## src/rtl/buffer_ctrl_pkg.sv

```systemverilog
// Shared definitions for the buffer access arbiter: default sizes,
// the slot index type and the occupancy counter width.
package buffer_ctrl_pkg;

  localparam int N_DEF  = 4;
  localparam int D_DEF  = 4;
  localparam int SLOT_W = 4;  // wide enough for up to 8 writers plus the reader slot

  typedef logic [SLOT_W-1:0] slot_t;

  function automatic int cnt_w(input int depth);
    return $clog2(depth + 1);
  endfunction

endpackage

```

## src/rtl/buffer_access_arbiter_rr_pick.sv

```systemverilog
// Combinational round-robin selector: first eligible slot at or after
// the pointer, wrapping from the last slot back to slot 0.
module rr_pick
  import buffer_ctrl_pkg::*;
#(
  parameter int S = N_DEF + 1
) (
  input  logic [S-1:0] elig,
  input  slot_t        ptr,
  output logic         valid,
  output slot_t        pick
);

  // NOTE: every output gets a default before the loop so no latch is inferred.
  always_comb begin
    valid = 1'b0;
    pick  = '0;
    // Walk from the farthest slot back to the pointer so the nearest eligible slot wins.
    for (int j = S - 1; j >= 0; j--) begin
      int s;
      s = int'(ptr) + j;
      if (s >= S) s = s - S;
      if (elig[s]) begin
        valid = 1'b1;
        pick  = slot_t'(s);
      end
    end
  end

endmodule

```

## src/rtl/buffer_access_arbiter.sv

```systemverilog
// Round-robin arbiter giving N bit-serial writers and one reader exclusive
// access to a D-bit shift buffer, with occupancy tracking and read-protocol check.
module buffer_access_arbiter
  import buffer_ctrl_pkg::*;
#(
  parameter int N = N_DEF,
  parameter int D = D_DEF
) (
  input  logic                  clk,
  input  logic                  rst,
  input  logic [N-1:0]          wr_req,
  input  logic [N-1:0]          wr_data,
  output logic [N-1:0]          wr_gnt,
  input  logic                  rd_req,
  output logic                  rd_gnt,
  output logic                  buf_wr_en,
  output logic                  buf_in,
  output logic                  buf_rd_en,
  input  logic                  rd_valid,
  output logic [cnt_w(D)-1:0]   count,
  output logic                  full,
  output logic                  empty,
  output logic                  proto_err
);

  localparam int CW = cnt_w(D);
  localparam logic [N-1:0]  WR_ONE  = N'(1);
  localparam logic [CW-1:0] CNT_ONE = CW'(1);

  logic [N:0]   elig;
  logic [N-1:0] pick_oh;
  logic         pick_valid;
  slot_t        pick;
  slot_t        ptr;
  logic         rd_pend;

  // A slot that was granted last cycle still shows its request; skip it.
  assign elig    = {rd_req & ~empty & ~rd_gnt, wr_req & ~wr_gnt & {N{~full}}};
  assign pick_oh = WR_ONE << pick;

  rr_pick #(.S(N + 1)) u_pick (
    .elig  (elig),
    .ptr   (ptr),
    .valid (pick_valid),
    .pick  (pick)
  );

  // NOTE: all state and outputs update with non-blocking assignments so every
  // decision below sees the values from the current cycle.
  always_ff @(posedge clk or negedge rst) begin
    if (!rst) begin
      ptr       <= '0;
      wr_gnt    <= '0;
      rd_gnt    <= 1'b0;
      buf_wr_en <= 1'b0;
      buf_in    <= 1'b0;
      buf_rd_en <= 1'b0;
      count     <= '0;
      full      <= 1'b0;
      empty     <= 1'b1;
      rd_pend   <= 1'b0;
      proto_err <= 1'b0;
    end else begin
      wr_gnt    <= '0;
      rd_gnt    <= 1'b0;
      buf_wr_en <= 1'b0;
      buf_in    <= 1'b0;
      buf_rd_en <= 1'b0;
      rd_pend   <= buf_rd_en;
      if (rd_valid && !rd_pend) proto_err <= 1'b1;

      if (pick_valid) begin
        ptr <= (pick == slot_t'(N)) ? '0 : pick + slot_t'(1);
        if (pick == slot_t'(N)) begin
          rd_gnt    <= 1'b1;
          buf_rd_en <= 1'b1;
          count     <= count - CNT_ONE;
          full      <= 1'b0;
          empty     <= (count == CNT_ONE);
        end else begin
          wr_gnt    <= pick_oh;
          buf_wr_en <= 1'b1;
          buf_in    <= |(wr_data & pick_oh);
          count     <= count + CNT_ONE;
          full      <= (count == CW'(D - 1));
          empty     <= 1'b0;
        end
      end
    end
  end

endmodule

```

## config.mk

```make
export PLATFORM = sky130hd
export DESIGN_NAME = buffer_access_arbiter
export DESIGN_NICKNAME = d
export VERILOG_FILES = /design/src/rtl/buffer_ctrl_pkg.sv /design/src/rtl/buffer_access_arbiter_rr_pick.sv /design/src/rtl/buffer_access_arbiter.sv
export SDC_FILE = /design/constraint.sdc
export NUM_CORES = 1
export LEC_CHECK = 0
export ABC_AREA = 1
export CAP_MARGIN = 20
export CORE_MARGIN = 3
export CORE_UTILIZATION = 56
export CTS_BUF_LIST = sky130_fd_sc_hd__clkbuf_16
export DETAILED_ROUTE_END_ITERATION = 8
export PLACE_DENSITY_LB_ADDON = 0.05
export SLEW_MARGIN = 20
export SYNTH_ARGS = -nofsm -noshare
export SYNTH_HDL_FRONTEND = slang
export SYNTH_SLANG_ARGS = --single-unit
```

## constraint.sdc

```tcl
create_clock -name clk -period 3.38 [get_ports clk]
set_clock_uncertainty 0.15 [all_clocks]
set_input_delay 1.014 -clock clk [delete_from_list [all_inputs] [get_ports clk]]
set_output_delay 1.014 -clock clk [all_outputs]
set_load 0.01 [all_outputs]
```

# Word-level counts from Yosys, hierarchy flattened
# Index checks and enable logic that the tools add are counted.
# Widths: inputs -> output; s select.
[totals]
in_bits = 12
ff_bits = 18
out_inout_bits = 14
elab_cells = 90
[op_classes]
order_cmp = 10
bitwise_logic = 9
reduce_logical = 3
n_addsub = 12
n_eq_ne = 3
n_shift = 1
muxes = 42
[op_table]
columns = ["cell", "n"]
rows = [
  ["$lt 32x5->1 const B", 5],
  ["$mux 32", 5],
  ["$ge 32x4->1 const B", 4],
  ["$sub 32x4->32 const B", 4],
  ["$mux 4", 8],
  ["$mux 1", 23],
  ["$bmux 1 s3", 5],
  ["$and 4x4->4", 3],
  ["$add 4x2->5 const B", 2],
  ["$add 4x1->5 const B", 1],
  ["$add 4x3->5 const B", 1],
  ["$sub 4x3->5 const B", 1],
  ["$add 4x1->4 const B", 1],
  ["$eq 4x3->1 const B", 1],
  ["$ge 4x3->1 const B", 1],
  ["$not 4->4", 1],
  ["$reduce_or 4->1", 1],
  ["$shl 1x4->4 const A", 1],
  ["$add 3x1->3 const B", 1],
  ["$eq 3x1->1 const B", 1],
  ["$eq 3x2->1 const B", 1],
  ["$mux 3", 1],
  ["$not 1->1", 3],
  ["$sub 3x1->3 const B", 1],
  ["other kinds (3)", 4],
]

# Depth between registers and ports, before layout
[depth]
ltp_word = 16
depth_mapped = 24
ltp_nobuf = 24

# Cells and area by module
# A second synthesis with hierarchy kept.
[unflattened]
cells_unflattened = 341
hier_area_um2 = 2194.6
[by_module_without_submodules]
columns = ["module", "seq_area_each_um2", "n_inst", "cells_per_inst", "area_each_um2"]
rows = [
  ["rr_pick", 0.0, 1, 245, 1317.5],
  ["buffer_access_arbiter", 451.7, 1, 96, 877.1],
]

# Least setup slack after synthesis
# No wires, ideal clock.
[synth_path]
path_kind = "register to register"
start = "register ptr[2]"
end = "register ptr[2]"
setup_ns = 0.123
arrival_time_ns = 2.610
period_less_slack_ns = 2.884
n_path_buf = 0
slack_ns = 0.496
t_required_ns = 3.107
path_stages_with_launch = 22
path_cell_list = "dfrtp_1 ha_1 inv_1 ha_1 a21oi_1 nand2_1 nand2_1 nand2_1 nor2_1 o21ai_2 a21boi_4 nand2_1 inv_1 nand2_1 nand2_1 nand2_1 nand2_1 nand2_2 inv_1 nor2_1 o21ai_1 o21ai_1"
[synth_via]
elab_chain_cells = 13
word_cells_on_any_way = 47
classes_between = "add/sub (10); order compare (5); eq/ne (1); mux (31)"
[synth_lines]
columns = ["item", "line_no", "text"]
rows = [
  ["start, declared", "buffer_access_arbiter.sv:34", "slot_t ptr;"],
  ["start signal, assigned", "buffer_access_arbiter.sv:73", "ptr <= (pick == slot_t'(N)) ? '0 : pick + slot_t'(1);"],
  ["$add 4x3->5", "buffer_access_arbiter_rr_pick.sv:21", "s = int'(ptr) + j;"],
  ["$sub 32x4->32 or $ge 32x4->1 (tied branches)", "buffer_access_arbiter_rr_pick.sv:22", "if (s >= S) s = s - S;"],
  ["$mux 32", "buffer_access_arbiter_rr_pick.sv:22", ""],
  ["$bmux 1 s3", "buffer_access_arbiter_rr_pick.sv:23", "if (elig[s]) begin"],
  ["$mux 1 (not written as such) (2 in a row)", "buffer_access_arbiter_rr_pick.sv:23", ""],
  ["$mux 4 (5 in a row)", "buffer_access_arbiter_rr_pick.sv:23", ""],
  ["$add 4x1->4 or $eq 4x3->1 (tied branches)", "buffer_access_arbiter.sv:73", ""],
  ["$mux 4", "buffer_access_arbiter.sv:73", ""],
]
# Parallel ways exist; a longest one is shown, timed or not. The select of a mux whose other input is x is not followed.
# A chain may end at the register's enable or synchronous reset.

# Worst setup path in the final report
[layout_path]
start = "register ptr[1]"
end = "register count[2]"
[layout_via]
elab_chain_cells = 13
word_cells_on_any_way = 46
classes_between = "add/sub (9); order compare (5); eq/ne (1); mux (31)"
[layout_lines]
columns = ["item", "line_no", "text"]
rows = [
  ["$add 4x3->5", "buffer_access_arbiter_rr_pick.sv:21", ""],
  ["$sub 32x4->32 or $ge 32x4->1 (tied branches)", "buffer_access_arbiter_rr_pick.sv:22", ""],
  ["$mux 32", "buffer_access_arbiter_rr_pick.sv:22", ""],
  ["$bmux 1 s3", "buffer_access_arbiter_rr_pick.sv:23", ""],
  ["$mux 1 (not written as such) (2 in a row)", "buffer_access_arbiter_rr_pick.sv:23", ""],
  ["$mux 4 (5 in a row)", "buffer_access_arbiter_rr_pick.sv:23", ""],
  ["$eq 4x3->1", "buffer_access_arbiter.sv:74", "if (pick == slot_t'(N)) begin"],
  ["$mux 3", "buffer_access_arbiter.sv:74", ""],
  ["end signal, assigned", "buffer_access_arbiter.sv:77", "count <= count - CNT_ONE;"],
  ["end signal, assigned", "buffer_access_arbiter.sv:84", "count <= count + CNT_ONE;"],
  ["end, declared", "buffer_access_arbiter.sv:20", "output logic [cnt_w(D)-1:0] count,"],
]
# Parallel ways exist; a longest one is shown, timed or not. The select of a mux whose other input is x is not followed.

==> flow_metrics.tcl <==
set metrics [dict create \
    ys_ff_latch 18 \
    syn_nets 335 \
    regArea_um2 453 \
    clk_latency_ps 240 \
    start_util_pct 58.8 \
    grt_pass1_wl_um 8760 \
    cp_cell_sequence "ha_1, inv_1, ha_4, a21oi_2, nand2_2, o21ai_2, inv_1, nand3_1, o21ai_2, a21boi_4, nand3_1, nand2_1, nand2_2, nand2_4, inv_2, nand2_2, buf_4, inv_2, a22oi_1, o21ai_1" \
    routabilityCongestion 0.977 \
    yosysMostFrequentCell "nand2_1" \
    h-tree-depth 1 \
    worstPathRequired_ps 3360 \
    antennaDiodeCount 0 \
    wl_per_cell_um 13.4 \
    status "complete, no violations" \
    r2r_cells 20 \
    routed_wl_um 5270 \
    final_util_pct 74.6 \
    multi_input_comb_area_um2 1440 \
    grt_pass1_vias 1886 \
    port_buffers 25 \
    ys.flop_type "dfrtp_1" \
    yosysWarnings 0 \
    hold_viol 0 \
    min_path_type "reg2reg" \
    yosys.area.top_type_share_pct 21.4 \
    fp-row-count 21 \
    max_stage_delay_ps 400 \
    crit_slowest_cell "dfrtp_1" \
    ys_seq_area_share_pct 22.7 \
    finalNetCount 377 \
    end_kind "register" \
    path_clk_slew_ps 50 \
    use_met3_pct 3.59 \
    async_reset_ff_share_pct 100 \
    first_pass_iters 4 \
    synth_top_area_cell "dfrtp_1" \
    core-area_um2 3390 \
    tightest_slew_ps 798 \
    drive_above_1_share_pct 20.2 \
    arrival_ps 3130 \
    grt_max_degree 19 \
    fmax_ghz 0.317 \
    num_vias 2085 \
    finalSetupViolCount 0 \
    antenna_found_initial 0 \
    hold_buffers 0 \
    clockBufferDepth 2 \
    startpoint_type "register" \
    die_w_um 65.6 \
    viasPerCell 5.31 \
    hpwl_um 4090 \
    cts_made_buffers 3 \
    die_y_um 65.6 \
    dieArea_um2 4310 \
    n_fill_cell 275 \
    drv_cap 0 \
    critPathMaxFanout 7 \
    cts_tree "yes" \
    area_growth_pct 26.9 \
    finalMaxSlewViolations 0 \
    synth_edf_count 0 \
    cts_root_buf "clkbuf_16" \
    busiest_layer "met2" \
    post-route-drc-count 0 \
    syn-cell-area_um2 1990 \
    post_synth.cell_area_avg_um2 6.51 \
    hold_ws_ps 281 \
    finalCritPeriodShare_pct 93.2 \
    gr-usage-met2_pct 40.8 \
    critical_path_class "reg2reg" \
    synth_area_leaders "dfrtp_1 (21%), nand2_1 (15%), ha_1 (11%)" \
    critPathMostFrequentCell "nand2_2" \
    syn_inst 306 \
    relSlewSlack_pct 46.6 \
    grt_use_total_pct 25.9 \
    grt_util_met1_pct 38.3 \
    period_needed_ps 3150 \
    initialDrtViolationCount 130 \
    whs_path_depth 1 \
    cts_num_sinks 18 \
    synth_common_cells "nand2_1 (82), nand3_1 (39), inv_1 (28)" \
    ioPinCount 26 \
    ant_nets 0 \
    yosysUniqueCellTypes 33 \
    grt-ovfl-total 0 \
]
worst max-delay path: cells and delay by family, from the launching register on:
| family | cells | cell delay (ps) |
|---|---|---|
| buffers and inverters | 5 | 420 |
| flip-flops | 1 | 400 |
| adder cells (fa/ha/maj) | 2 | 440 |
| AND/OR/NAND/NOR | 7 | 680 |
| AO/OA/AOI/OAI | 6 | 920 |
final cells by class:
class	instances	share of cell area (%)
timing repair buffer	40	14.3
clock inverter	1	0.148
clock buffer	3	2.97
multi-input combinational	248	56.8
sequential	18	17.9
tap	46	2.28
inverter	37	5.59
cells in the final DEF (no fill, tap or decap), drive strengths merged, types with 3 or more instances in the layout:
master	netlist	final
buf	2	15
clkdlybuf4s50	0	25
nor2	26	26
nand3	41	41
xor2	6	6
clkbuf	1	3
ha	17	17
nand2	98	98
inv	37	37
o21ai	29	29
nor3	6	6
dfrtp	17	17
a21oi	11	11
state kept, by name, indices dropped and copies added, names as in the netlist:
name       flops
buf_in         1
buf_rd_en      1
buf_wr_en      1
count          3
empty          1
full           1
proto_err      1
ptr            4
rd_pend        1
wr_gnt         4
path summary, 6_finish.rpt:
path / from / slack, ps / to
worst max-delay path: ptr[1] / 230 / count[2]
worst min-delay path: rd_pend / 280 / proto_err
worst max register to register: ptr[1] / 230 / count[2]
worst min register to register: rd_pend / 280 / proto_err
max in group asynchronous: rst / 1440 / ptr[0]
min in group asynchronous: rst / 1090 / rd_pend
timing repair:
item,4_1_cts,5_1_grt
resized for setup,0,17
endpoints found under the setup margin,0,13
buffers inserted,0,2
endpoints found under the hold margin,0,0
cell families (layout without fill, tap and decap cells):
kind of cell             Yosys count  in the layout  share of synthesized area, %
AO/OA/AOI/OAI                     46             46                          13.5
XOR/XNOR                           8              8                          3.52
adder cells (fa/ha/maj)           17             17                          10.7
buffers and inverters             40             81                          8.04
flip-flops                        18             18                          22.7
AND/OR/NAND/NOR                  177            177                          41.6
routing by layer:
layer | up-vias | wire length, um
li1 | 1083 | -
met1 | 932 | 2460
met2 | 66 | 2480
met3 | 4 | 285
met4 | 0 | 38
met5 | - | 0
through the flow:
step	cells	worst slack, ps	TNS, ps	area, um2
floorplan	306	496	0	1990
global placement	387	-38.4	-39.3	2380
detailed placement	387	-90.1	-343	2380
CTS	391	132	0	2460
global route	393	-13.2	-13.2	2530
finish	393	229	0	2530
Power is not shown: default switching activity piles up to over one toggle a cycle in this logic, so the estimate is an artifact.
